==> config.mk <==
export PLATFORM = sky130hd
export DESIGN_NAME = fetch_mem_arbiter
export DESIGN_NICKNAME = d
export VERILOG_FILES = /design/src/rtl/fetch_mem_arbiter.sv
export SDC_FILE = /design/constraint.sdc
export NUM_CORES = 1
export LEC_CHECK = 0
export ABC_AREA = 1
export CORE_ASPECT_RATIO = 1.25
export CORE_MARGIN = 2
export CORE_UTILIZATION = 44
export DETAILED_ROUTE_END_ITERATION = 16
export GPL_TIMING_DRIVEN = 0
export PLACE_DENSITY = 0.86
export SLEW_MARGIN = 20
export SYNTH_ARGS = -nofsm -noshare
export SYNTH_HDL_FRONTEND = slang
export SYNTH_SLANG_ARGS = --single-unit
==> constraint.sdc <==
create_clock -name clk -period 2.55 [get_ports clk]
set_input_delay 0.3825 -clock clk [delete_from_list [all_inputs] [get_ports clk]]
set_output_delay 0.3825 -clock clk [all_outputs]
set_load 0.01 [all_outputs]
==> src/rtl/fetch_mem_arbiter.sv <==
// fetch_mem_arbiter: shares one single-port memory between an instruction
// fetch requester and a data load/store requester. Data (MEM) wins ties,
// accesses are never preempted, and a pending requester is granted straight
// out of the other's completion edge so the port carries no idle bubble.
// Optional stall statistics are built only when ARB_STATS_EN is defined.
module fetch_mem_arbiter #(
    parameter int unsigned WAIT_CYCLES = 2
) (
    input  logic        clk,
    input  logic        rst,
    input  logic        if_req,
    input  logic [31:0] if_addr,
    output logic [31:0] if_rdata,
    output logic        if_ready,
    input  logic        mem_rd,
    input  logic        mem_wr,
    input  logic [31:0] mem_addr,
    input  logic [31:0] mem_wdata,
    output logic [31:0] mem_rdata,
    output logic        mem_ready,
    output logic        port_en,
    output logic        port_we,
    output logic [31:0] port_addr,
    output logic [31:0] port_wdata,
    input  logic [31:0] port_rdata,
    output logic        if_stall,
    output logic        mem_stall,
    output logic [15:0] if_stall_cnt,
    output logic [15:0] mem_stall_cnt
);

    typedef enum logic [1:0] {
        IDLE    = 2'd0,
        IF_ACC  = 2'd1,
        MEM_ACC = 2'd2
    } state_e;

    localparam logic [3:0] LAST_CNT = 4'(WAIT_CYCLES);

    state_e      state_q, state_d;
    logic [3:0]  cnt_q, cnt_d;
    logic [31:0] if_rdata_q, if_rdata_d;
    logic [31:0] mem_rdata_q, mem_rdata_d;
    logic        if_ready_q, if_ready_d;
    logic        mem_ready_q, mem_ready_d;
    logic        port_en_q, port_en_d;
    logic        port_we_q, port_we_d;
    logic [31:0] port_addr_q, port_addr_d;
    logic [31:0] port_wdata_q, port_wdata_d;

    logic        if_pend;
    logic        mem_pend;
    logic        acc_done;

    // A requester whose ready pulse is showing this cycle is already served
    assign if_pend  = if_req & ~if_ready_q;
    assign mem_pend = (mem_rd | mem_wr) & ~mem_ready_q;
    assign acc_done = (cnt_q == LAST_CNT);

    // Arbitration, access sequencing and read-data capture
    always_comb begin
        state_d      = state_q;
        cnt_d        = cnt_q;
        if_rdata_d   = if_rdata_q;
        mem_rdata_d  = mem_rdata_q;
        if_ready_d   = 1'b0;
        mem_ready_d  = 1'b0;
        port_en_d    = port_en_q;
        port_we_d    = port_we_q;
        port_addr_d  = port_addr_q;
        port_wdata_d = port_wdata_q;

        unique case (state_q)
            IDLE: begin
                if (mem_pend) begin
                    state_d      = MEM_ACC;
                    cnt_d        = '0;
                    port_en_d    = 1'b1;
                    port_we_d    = mem_wr;
                    port_addr_d  = mem_addr;
                    port_wdata_d = mem_wdata;
                end else if (if_pend) begin
                    state_d      = IF_ACC;
                    cnt_d        = '0;
                    port_en_d    = 1'b1;
                    port_we_d    = 1'b0;
                    port_addr_d  = if_addr;
                    port_wdata_d = '0;
                end
            end

            IF_ACC: begin
                if (acc_done) begin
                    if_rdata_d = port_rdata;
                    if_ready_d = 1'b1;
                    cnt_d      = '0;
                    // hand the port straight to a waiting data access
                    if (mem_pend) begin
                        state_d      = MEM_ACC;
                        port_en_d    = 1'b1;
                        port_we_d    = mem_wr;
                        port_addr_d  = mem_addr;
                        port_wdata_d = mem_wdata;
                    end else begin
                        state_d      = IDLE;
                        port_en_d    = 1'b0;
                        port_we_d    = 1'b0;
                        port_addr_d  = '0;
                        port_wdata_d = '0;
                    end
                end else begin
                    cnt_d = cnt_q + 4'd1;
                end
            end

            MEM_ACC: begin
                if (acc_done) begin
                    if (!port_we_q) begin
                        mem_rdata_d = port_rdata;
                    end
                    mem_ready_d = 1'b1;
                    cnt_d       = '0;
                    // hand the port straight to a waiting fetch
                    if (if_pend) begin
                        state_d      = IF_ACC;
                        port_en_d    = 1'b1;
                        port_we_d    = 1'b0;
                        port_addr_d  = if_addr;
                        port_wdata_d = '0;
                    end else begin
                        state_d      = IDLE;
                        port_en_d    = 1'b0;
                        port_we_d    = 1'b0;
                        port_addr_d  = '0;
                        port_wdata_d = '0;
                    end
                end else begin
                    cnt_d = cnt_q + 4'd1;
                end
            end

            default: begin
                state_d      = IDLE;
                cnt_d        = '0;
                port_en_d    = 1'b0;
                port_we_d    = 1'b0;
                port_addr_d  = '0;
                port_wdata_d = '0;
            end
        endcase
    end

    // State, counter, data and port registers; reset clears everything at once
    always_ff @(posedge clk or negedge rst) begin
        if (!rst) begin
            state_q      <= IDLE;
            cnt_q        <= '0;
            if_rdata_q   <= '0;
            mem_rdata_q  <= '0;
            if_ready_q   <= 1'b0;
            mem_ready_q  <= 1'b0;
            port_en_q    <= 1'b0;
            port_we_q    <= 1'b0;
            port_addr_q  <= '0;
            port_wdata_q <= '0;
        end else begin
            state_q      <= state_d;
            cnt_q        <= cnt_d;
            if_rdata_q   <= if_rdata_d;
            mem_rdata_q  <= mem_rdata_d;
            if_ready_q   <= if_ready_d;
            mem_ready_q  <= mem_ready_d;
            port_en_q    <= port_en_d;
            port_we_q    <= port_we_d;
            port_addr_q  <= port_addr_d;
            port_wdata_q <= port_wdata_d;
        end
    end

    assign if_rdata   = if_rdata_q;
    assign if_ready   = if_ready_q;
    assign mem_rdata  = mem_rdata_q;
    assign mem_ready  = mem_ready_q;
    assign port_en    = port_en_q;
    assign port_we    = port_we_q;
    assign port_addr  = port_addr_q;
    assign port_wdata = port_wdata_q;

    assign if_stall   = if_req & ~if_ready_q;
    assign mem_stall  = (mem_rd | mem_wr) & ~mem_ready_q;

`ifdef ARB_STATS_EN
    logic [15:0] if_stall_cnt_q, if_stall_cnt_d;
    logic [15:0] mem_stall_cnt_q, mem_stall_cnt_d;

    // Saturating stall-cycle counters
    always_comb begin
        if_stall_cnt_d  = if_stall_cnt_q;
        mem_stall_cnt_d = mem_stall_cnt_q;
        if (if_stall && (if_stall_cnt_q != '1)) begin
            if_stall_cnt_d = if_stall_cnt_q + 16'd1;
        end
        if (mem_stall && (mem_stall_cnt_q != '1)) begin
            mem_stall_cnt_d = mem_stall_cnt_q + 16'd1;
        end
    end

    // Stall counter registers
    always_ff @(posedge clk or negedge rst) begin
        if (!rst) begin
            if_stall_cnt_q  <= '0;
            mem_stall_cnt_q <= '0;
        end else begin
            if_stall_cnt_q  <= if_stall_cnt_d;
            mem_stall_cnt_q <= mem_stall_cnt_d;
        end
    end

    assign if_stall_cnt  = if_stall_cnt_q;
    assign mem_stall_cnt = mem_stall_cnt_q;
`else
    assign if_stall_cnt  = '0;
    assign mem_stall_cnt = '0;
`endif

endmodule

==> impl_metrics.tcl <==
set metrics [dict create \
    outcome "finished clean" \
    seq_area_frac_synth_pct 56.5 \
    ys.flop_type "dfrtp_1" \
    dr.pass1.iters 5 \
    cts_tree "built" \
    yosysWarnings 0 \
    synth_fa_ha_area_share_pct 1.23 \
    synth.avg_cell_area_sq_um 8.46 \
    hold_viol 0 \
    swShare_pct 36.1 \
    setup_slack_ns 0.438 \
    drc_errors 0 \
    pwr-share-comb_pct 46.3 \
    max_freq_mhz 473 \
    use_met3_pct 8.27 \
    grt.total_usage_pct 24.3 \
    slew_viol_final 0 \
    rsz0062_at_grt "false" \
    grt-ovfl-total 0 \
    cp_slowest_cell "clkdlybuf4s50_1" \
    die_h_um 136 \
    path_cells "clkdlybuf4s50_1, o21ai_4, inv_1, clkdlybuf4s50_1" \
    period_needed_ns 2.11 \
    cp_top_family "buffers and inverters" \
    antennaDiodeCount 0 \
    wl_per_cell_um 14.9 \
    ys_async_sr_fraction_pct 100 \
    fin_crit_sh_pct 82.8 \
    pwr-share-clk_pct 22.8 \
    grt_max_degree 84 \
    nNetsFinal 1179 \
    slew_headroom_pct 58.7 \
    insertion_delay_ns 0.41 \
    cts.sinks 138 \
    grt_pass1_vias 5555 \
    final_antenna_net_count 0 \
    total_power_mw 11.9 \
    syn2layout_area_growth_pct 60.4 \
    yosys-top-cells-area "dfrtp_1 (57%), nand2_1 (21%), o21ai_0 (5.7%), buf_4 (4.1%), inv_1 (2.8%)" \
    root_buffer "clkbuf_16" \
    synth_top_family_by_area "simple AND/OR/NAND/NOR gates" \
    num_vias 5700 \
    numCtsBuffers 17 \
    cts.repair.resized 0 \
    start_kind "input pin" \
    cpMostUsedCell "clkdlybuf4s50_1" \
    hpwl_um 13800 \
    p_switching_mw 4.29 \
    placed_cell_area_sq_um 9140 \
    maxCapViolCount 0 \
    p_int_mw 7.60 \
    initial_core_util_pct 44.6 \
    pwr_density_cell_nw_per_um2 1210 \
    utilization_pct 71.5 \
    finClkSkew_ns 0.00926 \
    htreeDepth 4 \
    r2r_slack_ns 0.62 \
    synth_edf_count 0 \
    gr-max-usage-layer "met2" \
    layout-drive-gt1-share_pct 9.51 \
    setup_viol 0 \
    drt_first_iter_violations 316 \
    gp_congestion 0.765 \
    synthSimpleGateAreaFrac_pct 22.7 \
    clk_pin_slew_ns 0.06 \
    pin_count 299 \
    synth_mux_area_share_pct 0 \
    cp.required_ns 2.17 \
    finalSetupTns_ns 0 \
    core_sq_um 13700 \
    holdWs_ns 0.478 \
    synth_compound_area_share_pct 8.65 \
    die_w_um 109 \
    vias_per_cell 4.65 \
    num_rows 48 \
    antenna_found_initial 0 \
    yosysTopAreaCellShare_pct 56.5 \
    met2_usage_pct 44.3 \
    io_buffers 266 \
    critical_path.max_stage_delay_ns 0.54 \
    peakVddDrop_v 0.000750 \
    crit_type "in2out" \
    synthesis.instances 722 \
    synth_xor_area_share_pct 0 \
    min_path_type "reg2reg" \
    arrival_ns 1.73 \
    final_cells 1227 \
    grt_use_met1_pct 25.9 \
    cp_max_fo 4 \
    synth.lib_cells_used.distinct 25 \
    grt_pass1_wl_um 27800 \
    dp_cells 1195 \
    routed_wirelength_um 18200 \
    cts_buffer_depth 2 \
    end_kind "primary output" \
    die_area_sq_um 14800 \
    crit_buf_inv 3 \
    power_frac_seq_pct 30.9 \
    fin_area_sq_um 9790 \
    tightest_slew_ns 0.620 \
    synth_largest_area_cell "dfrtp_1" \
    power.leakage_nw 4.87 \
    post-place-ws_ns 0.429 \
    ys_ff_latch 138 \
    netlist_area_sq_um 6110 \
]
==> synth_stat cells, types with 3 or more instances <==
| cell | count |
|---|---|
| ha_1 | 6 |
| buf_2 | 18 |
| inv_1 | 46 |
| o21ai_1 | 31 |
| nand2_1 | 342 |
| clkbuf_1 | 8 |
| buf_6 | 9 |
| nor2_1 | 6 |
| o21ai_0 | 69 |
| dfrtp_1 | 138 |
| buf_4 | 33 |
| nand3_1 | 3 |
==> tightest hold or removal path, stage by stage, from the launching register on <==
cell	delay [ns]
dfrtp_1	0.34
nand2_1	0.05
nand2_1	0.05
==> repair_timing <==
action,in CTS,in global routing
hold endpoints to repair,42,0
hold buffers,1,0
setup endpoints to repair,0,0
setup buffers,0,0
==> cells by family (layout without fill, tap and decap cells) <==
| family | after synthesis | after routing |
|---|---|---|
| other cells | 1 | 32 |
| buf+inv | 116 | 415 |
| compound gates | 103 | 103 |
| flops | 138 | 138 |
| simple gates | 358 | 358 |
| fa+ha+maj | 6 | 6 |
==> power by group through the flow <==
stage | clock network, mW | registers (mW) | logic, mW
CTS | 2.75 | 3.68 | 5.58
finish | 2.71 | 3.68 | 5.50
global route | 2.84 | 3.78 | 6.05
global placement | 0 | 3.65 | 5.41
detailed placement | 0 | 3.69 | 5.54
floorplan | 0 | 4.07 | 2.27
==> final timing paths <==
check                         startpoint              to  cells after the start
min in group asynchronous            rst   mem_rdata[22]                      2
max in group asynchronous            rst   port_addr[12]                      3
max reg2reg                   state_q[0]  port_wdata[26]                      8
min reg2reg                port_addr[30]   port_addr[30]                      2
min                        port_addr[30]   port_addr[30]                      2
max                               mem_wr       mem_stall                      4
==> layout by cell type (no fill, tap or decap), types with 9 or more instances in the layout <==
cell / instances
conb_1: 32
o21ai_0: 69
dfrtp_1: 138
buf_4: 33
buf_2: 18
inv_1: 46
buf_6: 9
o21ai_1: 31
clkbuf_16: 17
nand2_1: 342
clkdlybuf4s50_1: 265
clkbuf_1: 9
==> cell type report <==
type | instances | area [sq um]
Fill cell | 1008 | 3900
Sequential cell | 138 | 3450
Timing Repair Buffer | 268 | 2710
Multi-Input combinational cell | 499 | 2110
Buffer | 69 | 484
Clock buffer | 18 | 429
Tap cell | 175 | 219
Clock inverter | 13 | 216
Inverter | 47 | 176
==> per-layer routing <==
metal	routed length [um]	vias up	part of all wire, %
li1	-	2804	-
met1	6420	2643	35
met2	9660	230	53
met3	1840	23	10
met4	325	0	1.8
met5	0	-	0
==> flip-flops by register name, indices dropped and copies added (netlist names) <==
| signal | cells |
|---|---|
| if_rdata | 32 |
| if_ready | 1 |
| port_en | 1 |
| port_addr | 32 |
| state_q | 2 |
| cnt_q | 4 |
| port_we | 1 |
| port_wdata | 32 |
| mem_rdata | 32 |
| mem_ready | 1 |
Power figures use the tool's default switching activity.
